--- src/rtl/fifo_param_if.sv ---
// -----------------------------------------------------------------------------
// fifo_param_if -- request/response bundle for fifo_param.
//
// Groups everything except clk and reset:
//   wr_en, rd_en, d_in          requests and write data (master -> slave)
//   d_out                       registered read data    (slave -> master)
//   full, empty                 occupancy flags
//   almost_full, almost_empty   threshold flags
//   wr_ack, wr_err, rd_ack,
//   rd_err                      single-cycle handshake status
//   data_count                  stored word count, 0..2**ADDR_WIDTH
//   state                       3-bit encoded FSM state
//
// The modports are:
//   master  the user of the FIFO
//   slave   the FIFO itself
// -----------------------------------------------------------------------------
interface fifo_param_if #(
  parameter int DATA_WIDTH = 32,
  parameter int ADDR_WIDTH = 3
);
  logic                  wr_en;
  logic                  rd_en;
  logic [DATA_WIDTH-1:0] d_in;
  logic [DATA_WIDTH-1:0] d_out;
  logic                  full;
  logic                  empty;
  logic                  almost_full;
  logic                  almost_empty;
  logic                  wr_ack;
  logic                  wr_err;
  logic                  rd_ack;
  logic                  rd_err;
  logic [ADDR_WIDTH:0]   data_count;
  logic [2:0]            state;

  modport master (
    output wr_en, rd_en, d_in,
    input  d_out, full, empty, almost_full, almost_empty,
    input  wr_ack, wr_err, rd_ack, rd_err, data_count, state
  );

  modport slave (
    input  wr_en, rd_en, d_in,
    output d_out, full, empty, almost_full, almost_empty,
    output wr_ack, wr_err, rd_ack, rd_err, data_count, state
  );
endinterface

--- src/rtl/fifo_param.sv ---
// -----------------------------------------------------------------------------
// fifo_param -- synchronous FIFO with a per-request handshake status and
// a small state machine that reports what happened on the last clock edge.
//
// Ports:
//   clk    rising-edge clock
//   reset  synchronous, active-high; empties the FIFO and returns to INIT
//   bus    fifo_param_if.slave (requests, data, flags, status, count, state)
//
// Parameters:
//   DATA_WIDTH  word width (default 32)
//   ADDR_WIDTH  pointer width; depth is 2**ADDR_WIDTH (default 3)
//   AF_LEVEL    almost_full threshold, count >= AF_LEVEL (default depth-1)
//   AE_LEVEL    almost_empty threshold, count <= AE_LEVEL (default 1)
//
// Build option:
//   FIFO_ALMOST_FLAGS_EN  when defined, almost_full/almost_empty are driven
//                         from the thresholds; otherwise they are tied to 0.
//
// Every request is sampled on the rising edge. The same edge updates the
// memory, pointers, count, state, d_out and the status flags, so all
// outputs reflect the request of the previous cycle.
// -----------------------------------------------------------------------------
module fifo_param #(
  parameter int DATA_WIDTH = 32,
  parameter int ADDR_WIDTH = 3,
  parameter int AF_LEVEL   = (2 ** ADDR_WIDTH) - 1,
  parameter int AE_LEVEL   = 1
) (
  input  logic         clk,
  input  logic         reset,
  fifo_param_if.slave  bus
);

  localparam int DEPTH = 2 ** ADDR_WIDTH;
  localparam logic [ADDR_WIDTH:0] DEPTH_CNT = {1'b1, {ADDR_WIDTH{1'b0}}};

  typedef enum logic [2:0] {
    INIT     = 3'b000,
    WRITE    = 3'b001,
    READ     = 3'b010,
    RW       = 3'b011,
    WR_ERROR = 3'b101,
    RD_ERROR = 3'b110,
    NO_OP    = 3'b111
  } state_e;

  // Thresholds beyond the depth would make a flag stuck; catch that at build.
  if (AF_LEVEL < 0 || AF_LEVEL > DEPTH || AE_LEVEL < 0 || AE_LEVEL > DEPTH) begin : g_bad_levels
    $error("fifo_param: AF_LEVEL/AE_LEVEL must lie in 0..2**ADDR_WIDTH");
  end

  logic [DATA_WIDTH-1:0] mem [DEPTH];
  logic [ADDR_WIDTH-1:0] wr_ptr;
  logic [ADDR_WIDTH-1:0] rd_ptr;
  logic [ADDR_WIDTH:0]   count;
  logic [DATA_WIDTH-1:0] d_out_q;
  logic                  wr_ack_q, wr_err_q, rd_ack_q, rd_err_q;

  state_e state_q, state_d;
  logic   do_wr, do_rd;
  logic   wr_ack_d, wr_err_d, rd_ack_d, rd_err_d;
  logic   full, empty;

  assign full  = (count == DEPTH_CNT);
  assign empty = (count == '0);

  // ---------------------------------------------------------------------------
  // Next state and per-request decisions. The decision depends only on the
  // request and the occupancy, never on the current state, so INIT behaves
  // exactly like every other state.
  // ---------------------------------------------------------------------------
  always_comb begin
    // NOTE: every output of this block gets a default before the case so no
    // path leaves a signal unassigned -- that is what keeps latches out.
    state_d  = NO_OP;
    do_wr    = 1'b0;
    do_rd    = 1'b0;
    wr_ack_d = 1'b0;
    wr_err_d = 1'b0;
    rd_ack_d = 1'b0;
    rd_err_d = 1'b0;

    unique case ({bus.wr_en, bus.rd_en})
      2'b10: begin
        if (!full) begin
          state_d  = WRITE;
          do_wr    = 1'b1;
          wr_ack_d = 1'b1;
        end else begin
          state_d  = WR_ERROR;
          wr_err_d = 1'b1;
        end
      end
      2'b01: begin
        if (!empty) begin
          state_d  = READ;
          do_rd    = 1'b1;
          rd_ack_d = 1'b1;
        end else begin
          state_d  = RD_ERROR;
          rd_err_d = 1'b1;
        end
      end
      2'b11: begin
        // When full, wr_ptr == rd_ptr: the read picks up the old word and
        // the write replaces it on the same edge, so count stays at DEPTH.
        if (!empty) begin
          state_d  = RW;
          do_wr    = 1'b1;
          do_rd    = 1'b1;
          wr_ack_d = 1'b1;
          rd_ack_d = 1'b1;
        end else begin
          state_d  = WRITE;
          do_wr    = 1'b1;
          wr_ack_d = 1'b1;
          rd_err_d = 1'b1;
        end
      end
      default: state_d = NO_OP;
    endcase
  end

  // ---------------------------------------------------------------------------
  // State register.
  // ---------------------------------------------------------------------------
  always_ff @(posedge clk) begin
    // NOTE: sequential state uses non-blocking assignments so every register
    // samples the values from before the edge, independent of block order.
    if (reset) state_q <= INIT;
    else       state_q <= state_d;
  end

  // ---------------------------------------------------------------------------
  // Pointers, count, read data and status. Pointers are exactly ADDR_WIDTH
  // bits, so they wrap from DEPTH-1 to 0 on their own.
  // ---------------------------------------------------------------------------
  always_ff @(posedge clk) begin
    if (reset) begin
      wr_ptr   <= '0;
      rd_ptr   <= '0;
      count    <= '0;
      d_out_q  <= '0;
      wr_ack_q <= 1'b0;
      wr_err_q <= 1'b0;
      rd_ack_q <= 1'b0;
      rd_err_q <= 1'b0;
    end else begin
      if (do_wr) wr_ptr <= wr_ptr + 1'b1;
      if (do_rd) begin
        rd_ptr  <= rd_ptr + 1'b1;
        d_out_q <= mem[rd_ptr];
      end
      if (do_wr && !do_rd)      count <= count + 1'b1;
      else if (do_rd && !do_wr) count <= count - 1'b1;
      wr_ack_q <= wr_ack_d;
      wr_err_q <= wr_err_d;
      rd_ack_q <= rd_ack_d;
      rd_err_q <= rd_err_d;
    end
  end

  // ---------------------------------------------------------------------------
  // Storage.
  // ---------------------------------------------------------------------------
  always_ff @(posedge clk) begin
    // NOTE: the array has no reset; the pointers and count define which words
    // are valid, so clearing it would add logic without changing behaviour.
    if (!reset && do_wr) mem[wr_ptr] <= bus.d_in;
  end

  // ---------------------------------------------------------------------------
  // Threshold flags.
  // ---------------------------------------------------------------------------
`ifdef FIFO_ALMOST_FLAGS_EN
  assign bus.almost_full  = (int'(count) >= AF_LEVEL);
  assign bus.almost_empty = (int'(count) <= AE_LEVEL);
`else
  assign bus.almost_full  = 1'b0;
  assign bus.almost_empty = 1'b0;
`endif

  assign bus.d_out      = d_out_q;
  assign bus.full       = full;
  assign bus.empty      = empty;
  assign bus.wr_ack     = wr_ack_q;
  assign bus.wr_err     = wr_err_q;
  assign bus.rd_ack     = rd_ack_q;
  assign bus.rd_err     = rd_err_q;
  assign bus.data_count = count;
  assign bus.state      = state_q;

endmodule

--- src/flat_wrapper.sv ---
// flat-port wrapper written by rule: the top's interface ports become plain ports
module fifo_param_flat 
#(
  parameter int DATA_WIDTH = 32,
  parameter int ADDR_WIDTH = 3,
  parameter int AF_LEVEL   = (2 ** ADDR_WIDTH) - 1,
  parameter int AE_LEVEL   = 1
)
  (clk, reset, bus_wr_en, bus_rd_en, bus_d_in, bus_d_out, bus_full, bus_empty, bus_almost_full, bus_almost_empty, bus_wr_ack, bus_wr_err, bus_rd_ack, bus_rd_err, bus_data_count, bus_state);
  fifo_param_if #(.DATA_WIDTH(DATA_WIDTH), .ADDR_WIDTH(ADDR_WIDTH)) bus_i ();
  input  logic clk;
  input  logic reset;
  input wire logic [$bits(bus_i.wr_en)-1:0] bus_wr_en;
  input wire logic [$bits(bus_i.rd_en)-1:0] bus_rd_en;
  input wire logic [$bits(bus_i.d_in)-1:0] bus_d_in;
  output wire logic [$bits(bus_i.d_out)-1:0] bus_d_out;
  output wire logic [$bits(bus_i.full)-1:0] bus_full;
  output wire logic [$bits(bus_i.empty)-1:0] bus_empty;
  output wire logic [$bits(bus_i.almost_full)-1:0] bus_almost_full;
  output wire logic [$bits(bus_i.almost_empty)-1:0] bus_almost_empty;
  output wire logic [$bits(bus_i.wr_ack)-1:0] bus_wr_ack;
  output wire logic [$bits(bus_i.wr_err)-1:0] bus_wr_err;
  output wire logic [$bits(bus_i.rd_ack)-1:0] bus_rd_ack;
  output wire logic [$bits(bus_i.rd_err)-1:0] bus_rd_err;
  output wire logic [$bits(bus_i.data_count)-1:0] bus_data_count;
  output wire logic [$bits(bus_i.state)-1:0] bus_state;
  assign bus_i.wr_en = bus_wr_en;
  assign bus_i.rd_en = bus_rd_en;
  assign bus_i.d_in = bus_d_in;
  assign bus_d_out = bus_i.d_out;
  assign bus_full = bus_i.full;
  assign bus_empty = bus_i.empty;
  assign bus_almost_full = bus_i.almost_full;
  assign bus_almost_empty = bus_i.almost_empty;
  assign bus_wr_ack = bus_i.wr_ack;
  assign bus_wr_err = bus_i.wr_err;
  assign bus_rd_ack = bus_i.rd_ack;
  assign bus_rd_err = bus_i.rd_err;
  assign bus_data_count = bus_i.data_count;
  assign bus_state = bus_i.state;
  fifo_param #(.DATA_WIDTH(DATA_WIDTH), .ADDR_WIDTH(ADDR_WIDTH), .AF_LEVEL(AF_LEVEL), .AE_LEVEL(AE_LEVEL)) u_core (.clk(clk), .reset(reset), .bus(bus_i));
endmodule
--- config.mk ---
export PLATFORM = sky130hd
export DESIGN_NAME = fifo_param_flat
export DESIGN_NICKNAME = d
export VERILOG_FILES = /design/src/rtl/fifo_param_if.sv /design/src/rtl/fifo_param.sv /design/src/flat_wrapper.sv
export SDC_FILE = /design/constraint.sdc
export NUM_CORES = 1
export LEC_CHECK = 0
export CAP_MARGIN = 10
export CORE_MARGIN = 10
export CORE_UTILIZATION = 52
export DETAILED_ROUTE_END_ITERATION = 16
export PLACE_DENSITY = 0.8
export SYNTH_ARGS = -nofsm -noshare
export SYNTH_HDL_FRONTEND = slang
export SYNTH_SLANG_ARGS = --single-unit
--- constraint.sdc ---
create_clock -name clk -period 4.98 [get_ports clk]
set_input_delay 0.747 -clock clk [delete_from_list [all_inputs] [get_ports clk]]
set_output_delay 0.747 -clock clk [all_outputs]
set_load 0.05 [all_outputs]
==> flow_summary.json, run 1 <==
{
  "die_w_um": 167,
  "period_share_pct": 66.9,
  "viasPerCell": 6.01,
  "cts_sinks": 305,
  "wire_per_inst_um": 24.2,
  "cts-resized-gates": 0,
  "cts_tree": "done",
  "nNetsFinal": 671,
  "power.density_mw_per_mm2": 508,
  "rr_startpoint": "u_core.bus.data_count[0]$_SDFFE_PP0P_",
  "end_kind": "output port",
  "synth_cell_types": 37,
  "hold_path_end": "u_core.bus.d_out[8]$_SDFFE_PP0P_",
  "grt_max_degree": 52,
  "dieHeight_um": 167,
  "seq_area_frac_synth_pct": 76.9,
  "r2r_slack_ns": 1.75,
  "avgSynthCellArea_um2": 21.0,
  "setup_viol_count_final": 0,
  "layout-drive-gt1-share_pct": 21.0,
  "clock.fmax_mhz": 300,
  "finalSetupTns_ns": 0,
  "cts-root-buf": "clkbuf_16",
  "routed_wl_um": 22400,
  "status": "finished clean",
  "worstHoldPathType": "flip-flop to flip-flop",
  "drtIter0Drc": 491,
  "p_total_mw": 6.77,
  "cts_hold_buf": 0,
  "ant_nets": 0,
  "r2r-end": "u_core.bus.data_count[3]$_SDFFE_PP0P_",
  "worstHoldStart": "u_core.bus.d_out[8]$_SDFFE_PP0P_",
  "ctsLongestPathBuffers": 3,
  "drv_cap": 0,
  "dieArea_mm2": 0.0280,
  "rsz0062_at_grt": "no",
  "skew_ns": 0.0157,
  "worstPathMaxFanout": 6,
  "num_vias": 5567,
  "worst_pin_slew_ns": 1.31,
  "htree_levels": 1,
  "postCtsSetupRepairBufs": 0,
  "overflow": 0,
  "firstDrtPassIters": 5,
  "cp-start-kind": "flip-flop",
  "cts_buffers": 29,
  "num_io_pins": 83,
  "hold_viol_final": 0,
  "period_minus_slack_ns": 3.33,
  "grt_pass1_wl_um": 35200,
  "fp-row-count": 53,
  "dp_hpwl_um": 13100,
  "p_leak_nw": 4.37,
  "syn_to_final_growth_pct": 18.1,
  "cts.clk_slew.worst_paths_ns": 0.06,
  "hold_depth": 1,
  "async_reset_ff_share_pct": 0,
  "grt_pass1_vias": 5923,
  "slew_headroom_pct": 12.7,
  "arrival_ns": 2.58,
  "io_buffers": 80,
  "drc": 0,
  "synthFlopType": "edfxtp_1",
  "place_congestion": 0.763,
  "synth_area_mm2": 0.0113,
  "yosys_warnings": 0,
  "crit_type": "flip-flop to output port",
  "vdd_drop_max_uv": 328,
  "ys_ff_latch": 305,
  "r2r_cells": 10,
  "drv_slew": 0,
  "crit_required_ns": 4.23,
  "coreArea_mm2": 0.0212,
  "synth_edf_count": 256,
  "syn_inst": 538,
  "start_util_pct": 53.3,
  "grt_use_total_pct": 15.9,
  "antenna_found_initial": 1,
  "clkLatencyLatePin_ns": 0.54
}
[placed cells by master, fill, tap and decap left out, drive strengths merged]
cell           instances
edfxtp               256
clkdlybuf4s50         80
mux4                  64
dfxtp                 49
clkbuf                41
and3                  32
a221o                 32
nor2                  18
buf                   12
clkinv                 8
nand2                  7
a21oi                  7
inv                    6
ha                     5
nor3                   4
xor2                   4
nand3                  3
xnor2                  2
conb                   2
clkinvlp               2
nor4                   2
diode                  1
or4b                   1
o21ai                  1
or4                    1
nand3b                 1
nor4b                  1
nand2b                 1
mux2i                  1
nor2b                  1
a211oi                 1
a31oi                  1
mux2                   1
o211ai                 1
and2                   1
fa                     1
bufinv                 1
[cell usage after synthesis, types with 2 or more instances]
| library cell | count | share of area [%] |
|---|---|---|
| a21oi_1 | 6 | 0.27 |
| a221o_1 | 32 | 2.8 |
| and3_1 | 32 | 1.8 |
| buf_2 | 14 | 0.62 |
| buf_4 | 3 | 0.20 |
| buf_6 | 4 | 0.40 |
| clkbuf_1 | 12 | 0.40 |
| dfxtp_1 | 49 | 8.7 |
| edfxtp_1 | 256 | 68 |
| ha_1 | 5 | 0.55 |
| inv_1 | 4 | 0.13 |
| mux4_2 | 64 | 13 |
| nand2_1 | 7 | 0.23 |
| nand3_1 | 3 | 0.13 |
| nor2_1 | 17 | 0.57 |
| nor3_1 | 4 | 0.18 |
| nor4_1 | 2 | 0.11 |
| xnor2_1 | 2 | 0.16 |
| xor2_1 | 4 | 0.31 |
[worst max path at each step]
stage / start / to / cells after the start
floorplan: u_core.bus.data_count[0]$_SDFFE_PP0P_ / u_core.mem[4][0]$_DFFE_PP_ / 5
global placement: bus_rd_en / u_core.bus.data_count[3]$_SDFFE_PP0P_ / 10
detailed placement: bus_rd_en / u_core.bus.data_count[3]$_SDFFE_PP0P_ / 10
CTS: u_core.bus.data_count[0]$_SDFFE_PP0P_ / bus_full / 3
global route: u_core.bus.data_count[0]$_SDFFE_PP0P_ / u_core.bus.data_count[3]$_SDFFE_PP0P_ / 10
finish: u_core.bus.data_count[0]$_SDFFE_PP0P_ / bus_full / 3
[flip-flops by register name, summed over array words and instances, names as in the netlist]
signal and cells:
u_core.bus.d_out 32, u_core.bus.state 3, u_core.bus.rd_err 1, u_core.wr_ptr 3, u_core.bus.data_count 4, u_core.bus.wr_ack 1, u_core.rd_ptr 3, u_core.bus.rd_ack 1
u_core.mem 256, u_core.bus.wr_err 1
[kinds of logic after synthesis]
family	synth area share (%)
compound gates	3.52
xor+xnor	0.466
fa+ha+maj	0.732
buf+inv	1.83
flops	76.9
mux	13.0
other cells	0.0332
simple gates	3.59
[through the flow]
stage | instance area [um^2] | setup WS, ns | hold slack (ns) | utilization [%] | instances
floorplan | 11300 | 0.0794 | 0.512 | - | 539
global placement | 12400 | 1.57 | 0.469 | 58.7 | 873
detailed placement | 12400 | 1.46 | 0.480 | 58.7 | 873
CTS | 13300 | 1.63 | 0.495 | 62.9 | 926
global route | 13300 | 1.53 | 0.517 | 62.9 | 926
finish | 13300 | 1.65 | 0.499 | 63.0 | 927
[layout make-up]
| type | instances | area (um^2) |
|---|---|---|
| tap | 275 | 344 |
| inverter | 5 | 23.8 |
| clock inverter | 12 | 92.6 |
| clock buffer | 41 | 811 |
| sequential | 305 | 8670 |
| timing repair buffer | 92 | 891 |
| multi-input combinational | 196 | 2480 |
| antenna | 1 | 2.50 |
| fill | 1375 | 7840 |
[where the power goes]
group | internal, mW | switching [mW]
registers | 2.93 | 0.245
logic | 0.708 | 0.829
clock network | 1.18 | 0.872
total | 4.83 | 1.95
[critical path, stage by stage, from the launching register on]
cell and delay (ns):
dfxtp_1 0.37, or4b_2 0.79, inv_1 0.08, clkdlybuf4s50_1 0.80
[layer usage]
layer | share of wire, % | vias up | global-route usage [%] | wire length, um
met3 | 8.4 | 47 | 4.35 | 1900
met2 | 50 | 244 | 26.2 | 11300
li1 | - | 2415 | - | -
met4 | 2.7 | 0 | 5.11 | 605
met5 | 0 | - | 0 | 0
met1 | 38 | 2861 | 20.0 | 8610
Power figures use the tool's default switching activity.
==> run 2: changes to the inputs <==
- CORE_UTILIZATION: 52 -> 58
- PLACE_DENSITY: 0.8 -> 0.84
- clock period: 4.98 -> 3.42 ns (I/O delays scaled with it)
==> run 2 against run 1 <==
Via count is 5.4% higher. Clock power rose by 60%. Clock skew is 0.0050 ns lower. Sequential share of layout area is 0.91 points lower. Flip-flop and latch count unchanged. Global-route usage grew 3.2 points. Hold slack got worse by 0.011 ns. Critical path type is now flip-flop to flip-flop. Utilization up 8.5 points. Cell count fell by 0.11%. Critical endpoint is now u_core.bus.data_count[3]$_SDFFE_PP0P_. Combinational power increased by 57%. Worst setup slack got worse by 1.4 ns.
==> flow_summary.json, run 2 (synthesis results as in run 1) <==
{
  "largest_register_ffs": 256,
  "drtIter0Drc": 563,
  "io_buffers": 80,
  "antenna_found_initial": 1,
  "num_io_pins": 83,
  "layout_common_cells": "edfxtp_1, clkdlybuf4s50_1, mux4_2",
  "drc": 0,
  "ctsLongestPathBuffers": 3,
  "slew_headroom_pct": 26.7,
  "dp_hpwl_um": 13900,
  "cp-startpoint": "u_core.bus.data_count[0]$_SDFFE_PP0P_",
  "start_util_pct": 59.7,
  "crit_required_ns": 3.85,
  "worstHoldPathType": "flip-flop to flip-flop",
  "period_minus_slack_ns": 3.20,
  "cp-start-kind": "flip-flop",
  "coreArea_mm2": 0.0189,
  "layout-drive-gt1-share_pct": 23.6,
  "syn_to_final_growth_pct": 19.7,
  "power.density_mw_per_mm2": 760,
  "worstPathMaxFanout": 6,
  "die_w_um": 159,
  "arrival_ns": 3.63,
  "grt_pass1_vias": 6250,
  "cts_buffers": 29,
  "grt_pass1_wl_um": 37800,
  "clkLatencyLatePin_ns": 0.54,
  "layout_commonest_cell": "edfxtp_1",
  "period_share_pct": 93.6,
  "place_congestion": 0.767,
  "viasPerCell": 6.33,
  "overflow": 0,
  "nNetsFinal": 684,
  "setup_viol_count_final": 0,
  "cts_tree": "done",
  "dp_cells": 867,
  "end_kind": "flip-flop",
  "grt_max_degree": 34,
  "drv_slew": 0,
  "skew_ns": 0.0107,
  "num_vias": 5865,
  "worst_pin_slew_ns": 1.10,
  "fp-row-count": 50,
  "rr_startpoint": "u_core.bus.data_count[0]$_SDFFE_PP0P_",
  "wire_per_inst_um": 26.8,
  "cts_hold_buf": 0,
  "p_leak_nw": 4.48,
  "status": "finished clean",
  "dieArea_mm2": 0.0254,
  "worstHoldStart": "u_core.bus.d_out[11]$_SDFFE_PP0P_",
  "max_flop_register": "u_core.mem",
  "crit_type": "flip-flop to flip-flop",
  "finalNonFillerCells": 926,
  "rsz0062_at_grt": "no",
  "htree_levels": 1,
  "routed_wl_um": 24800,
  "postCtsSetupRepairBufs": 0,
  "cts-resized-gates": 0,
  "path_cells": "or4b_2 -> o21ai_4 -> inv_1 -> ha_1 -> inv_1 -> ha_1 -> a21oi_1 -> a211oi_1 -> a31oi_1 -> mux2_2",
  "p_total_mw": 10.3,
  "ant_nets": 0,
  "cpPeakStageDelay_ns": 0.80,
  "hold_viol_final": 0,
  "clock.fmax_mhz": 312,
  "cts-root-buf": "clkbuf_16",
  "cts_sinks": 305,
  "vdd_drop_max_uv": 623,
  "grt_use_total_pct": 19.1,
  "firstDrtPassIters": 5,
  "dieHeight_um": 159,
  "cts.clk_slew.worst_paths_ns": 0.07,
  "drv_cap": 0,
  "slowest_stage": "or4b_2"
}
## run 2: cell types whose count changed in the layout (fill, tap and decap cells not counted), moves of 2 or more
cell,delta
inv_6,+2
clkbuf_8,-3
buf_4,+12
clkinvlp_4,+3
bufinv_16,+3
clkinv_1,-2
clkbuf_1,-4
clkinv_4,+2
## run 2: layout make-up
type / count / area (um^2)
antenna: 1 / 2.50
clock buffer: 34 / 754
clock inverter: 20 / 238
fill: 1107 / 5390
inverter: 5 / 23.8
multi-input combinational: 196 / 2490
sequential: 305 / 8670
tap: 260 / 325
timing repair buffer: 105 / 1000
## run 2: through the flow
stage,hold WS [ns],area (um^2),worst slack (ns),TNS (ns),util [%]
6_report,0.489,13500,0.219,0,71.5
5_1_grt,0.504,13500,0.108,0,71.5
4_1_cts,0.489,13500,0.148,0,71.3
3_5_place_dp,0.473,12500,0.151,0,66.1
3_3_place_gp,0.467,12500,0.309,0,66.1
2_1_floorplan,0.542,11300,-0.400,-38.36,-
## run 2: final timing paths
path | end | cells after the start | slack, ns
hold reg to reg | u_core.bus.d_out[11]$_SDFFE_PP0P_ | 1 | 0.49
setup reg to reg | u_core.bus.data_count[3]$_SDFFE_PP0P_ | 10 | 0.22
setup / recovery | u_core.bus.data_count[3]$_SDFFE_PP0P_ | 10 | 0.22
hold / removal | u_core.bus.d_out[11]$_SDFFE_PP0P_ | 1 | 0.49
## run 2: where the power goes
group / total, mW / internal [mW] / switching (mW)
Sequential: 4.55 / 4.27 / 0.283
Combinational: 2.42 / 1.08 / 1.34
Clock: 3.29 / 1.91 / 1.39
## run 2: per-layer routing
metal	vias to the layer above	share of wire (%)	track usage [%]
li1	2448	-	-
met1	3043	39	24.5
met2	326	52	32.4
met3	48	7.2	3.25
met4	0	2.2	6.02
met5	-	0	0
## run 2: worst max-delay path, delay by kind of cell (launching register included)
kind | cells | cell delay [ns]
flip-flops | 1 | 0.39
AO/OA/AOI/OAI | 4 | 0.77
AND/OR/NAND/NOR | 1 | 0.80
multiplexers | 1 | 0.36
adder cells (fa/ha/maj) | 2 | 0.50
buffers and inverters | 2 | 0.28
==> run 3: changes to the inputs <==
- SLEW_MARGIN: not set -> 20
==> run 3 against run 2 <==
Flip-flop and latch count unchanged. Critical endpoint unchanged. Highest routed layer unchanged. Largest cell class unchanged. Via count down 0.17%. Sequential share of layout area down 0.095 points. Worst setup slack worse by 0.0022 ns. Clock-buffer cell count unchanged.
==> flow_summary.json, run 3 (synthesis results as in run 1) <==
{
  "ant_nets": 0,
  "coreArea_mm2": 0.0189,
  "largest_register_ffs": 256,
  "power.density_mw_per_mm2": 759,
  "ctsLongestPathBuffers": 3,
  "syn_to_final_growth_pct": 19.9,
  "grt_max_degree": 34,
  "num_vias": 5855,
  "wire_per_inst_um": 26.8,
  "grt_pass1_vias": 6250,
  "clock.fmax_mhz": 312,
  "drv_slew": 0,
  "arrival_ns": 3.63,
  "nNetsFinal": 685,
  "cts_tree": "done",
  "crit_required_ns": 3.85,
  "end_kind": "flip-flop",
  "die_w_um": 159,
  "layout_commonest_cell": "edfxtp_1",
  "place_congestion": 0.767,
  "worstPathMaxFanout": 6,
  "layout_common_cells": "edfxtp_1, clkdlybuf4s50_1, mux4_2",
  "drv_cap": 0,
  "dp_hpwl_um": 13900,
  "worstHoldStart": "u_core.bus.d_out[11]$_SDFFE_PP0P_",
  "fp-row-count": 50,
  "rsz0062_at_grt": "no",
  "grt_use_total_pct": 19.1,
  "dieHeight_um": 159,
  "firstDrtPassIters": 5,
  "cts_sinks": 305,
  "dieArea_mm2": 0.0254,
  "htree_levels": 1,
  "drtIter0Drc": 578,
  "cp-start-kind": "flip-flop",
  "worstHoldPathType": "flip-flop to flip-flop",
  "finalNonFillerCells": 927,
  "worst_pin_slew_ns": 1.11,
  "hold_viol_final": 0,
  "period_minus_slack_ns": 3.20,
  "antenna_found_initial": 1,
  "skew_ns": 0.00879,
  "grt_pass1_wl_um": 37800,
  "drc": 0,
  "dp_cells": 867,
  "max_flop_register": "u_core.mem",
  "p_leak_nw": 4.48,
  "cts_hold_buf": 0,
  "routed_wl_um": 24800,
  "period_share_pct": 93.6,
  "finalSetupTns_ns": 0,
  "cp-startpoint": "u_core.bus.data_count[0]$_SDFFE_PP0P_",
  "overflow": 0,
  "crit_type": "flip-flop to flip-flop",
  "clkLatencyLatePin_ns": 0.54,
  "viasPerCell": 6.32,
  "rr_startpoint": "u_core.bus.data_count[0]$_SDFFE_PP0P_",
  "io_buffers": 80,
  "num_io_pins": 83,
  "cts.clk_slew.worst_paths_ns": 0.07,
  "p_total_mw": 10.3,
  "start_util_pct": 59.7,
  "slew_headroom_pct": 26.1,
  "status": "finished clean",
  "vdd_drop_max_uv": 621,
  "cts-root-buf": "clkbuf_16",
  "setup_viol_count_final": 0,
  "layout-drive-gt1-share_pct": 23.7,
  "cts_buffers": 29
}
[run 3: changes by cell type in the layout (fill, tap and decap cells not counted)]
cell,previous run,this run
buf_12,1,2
[run 3: per-layer routing]
metal	global-route usage (%)	up-vias	part of all wire, %
met2	32.4	294	52
met3	3.25	44	6.7
met1	24.5	3067	39
li1	-	2450	-
met5	0	-	0
met4	6.02	0	2.1
[run 3: per-stage QoR]
step           setup WS, ns  cell area [um^2]  utilization [%]  hold WS [ns]
2_1_floorplan        -0.400             11300                -         0.542
3_3_place_gp          0.309             12500             66.1         0.467
3_5_place_dp          0.151             12500             66.1         0.473
4_1_cts               0.148             13500             71.3         0.489
5_1_grt               0.108             13500             71.6         0.504
6_report              0.217             13500             71.6         0.488
[run 3: report_power, final]
part	internal, mW	total, mW	switching, mW	leakage [nW]
registers	4.27	4.55	0.283	2.72
clock network	1.91	3.29	1.39	0.474
logic	1.08	2.42	1.34	1.29
[run 3: layout make-up]
cell class / count / area, um^2
Timing Repair Buffer: 106 / 1020
Clock buffer: 34 / 754
Clock inverter: 20 / 238
Sequential cell: 305 / 8670
Tap cell: 260 / 325
Fill cell: 1105 / 5370
Antenna cell: 1 / 2.50
Multi-Input combinational cell: 196 / 2490
Inverter: 5 / 23.8
[run 3: path summary, 6_finish.rpt]
| kind | end | slack (ns) | cells after the start |
|---|---|---|---|
| worst min-delay path | u_core.bus.d_out[11]$_SDFFE_PP0P_ | 0.49 | 1 |
| worst min register to register | u_core.bus.d_out[11]$_SDFFE_PP0P_ | 0.49 | 1 |
| worst max-delay path | u_core.bus.data_count[3]$_SDFFE_PP0P_ | 0.22 | 10 |
| worst max register to register | u_core.bus.data_count[3]$_SDFFE_PP0P_ | 0.22 | 10 |
[run 3: worst max-delay path, cell delays in order, from the launching register on]
cell	delay [ns]
dfxtp_1	0.39
or4b_2	0.80
o21ai_4	0.27
inv_1	0.14
ha_1	0.21
inv_1	0.14
ha_1	0.29
a21oi_1	0.23
a211oi_1	0.10
a31oi_1	0.17
mux2_2	0.35
[run 3: what timing repair did]
item	4_1_cts	5_1_grt
endpoints found under the setup margin	0	1
buffers inserted	0	4
gates resized for setup	0	0
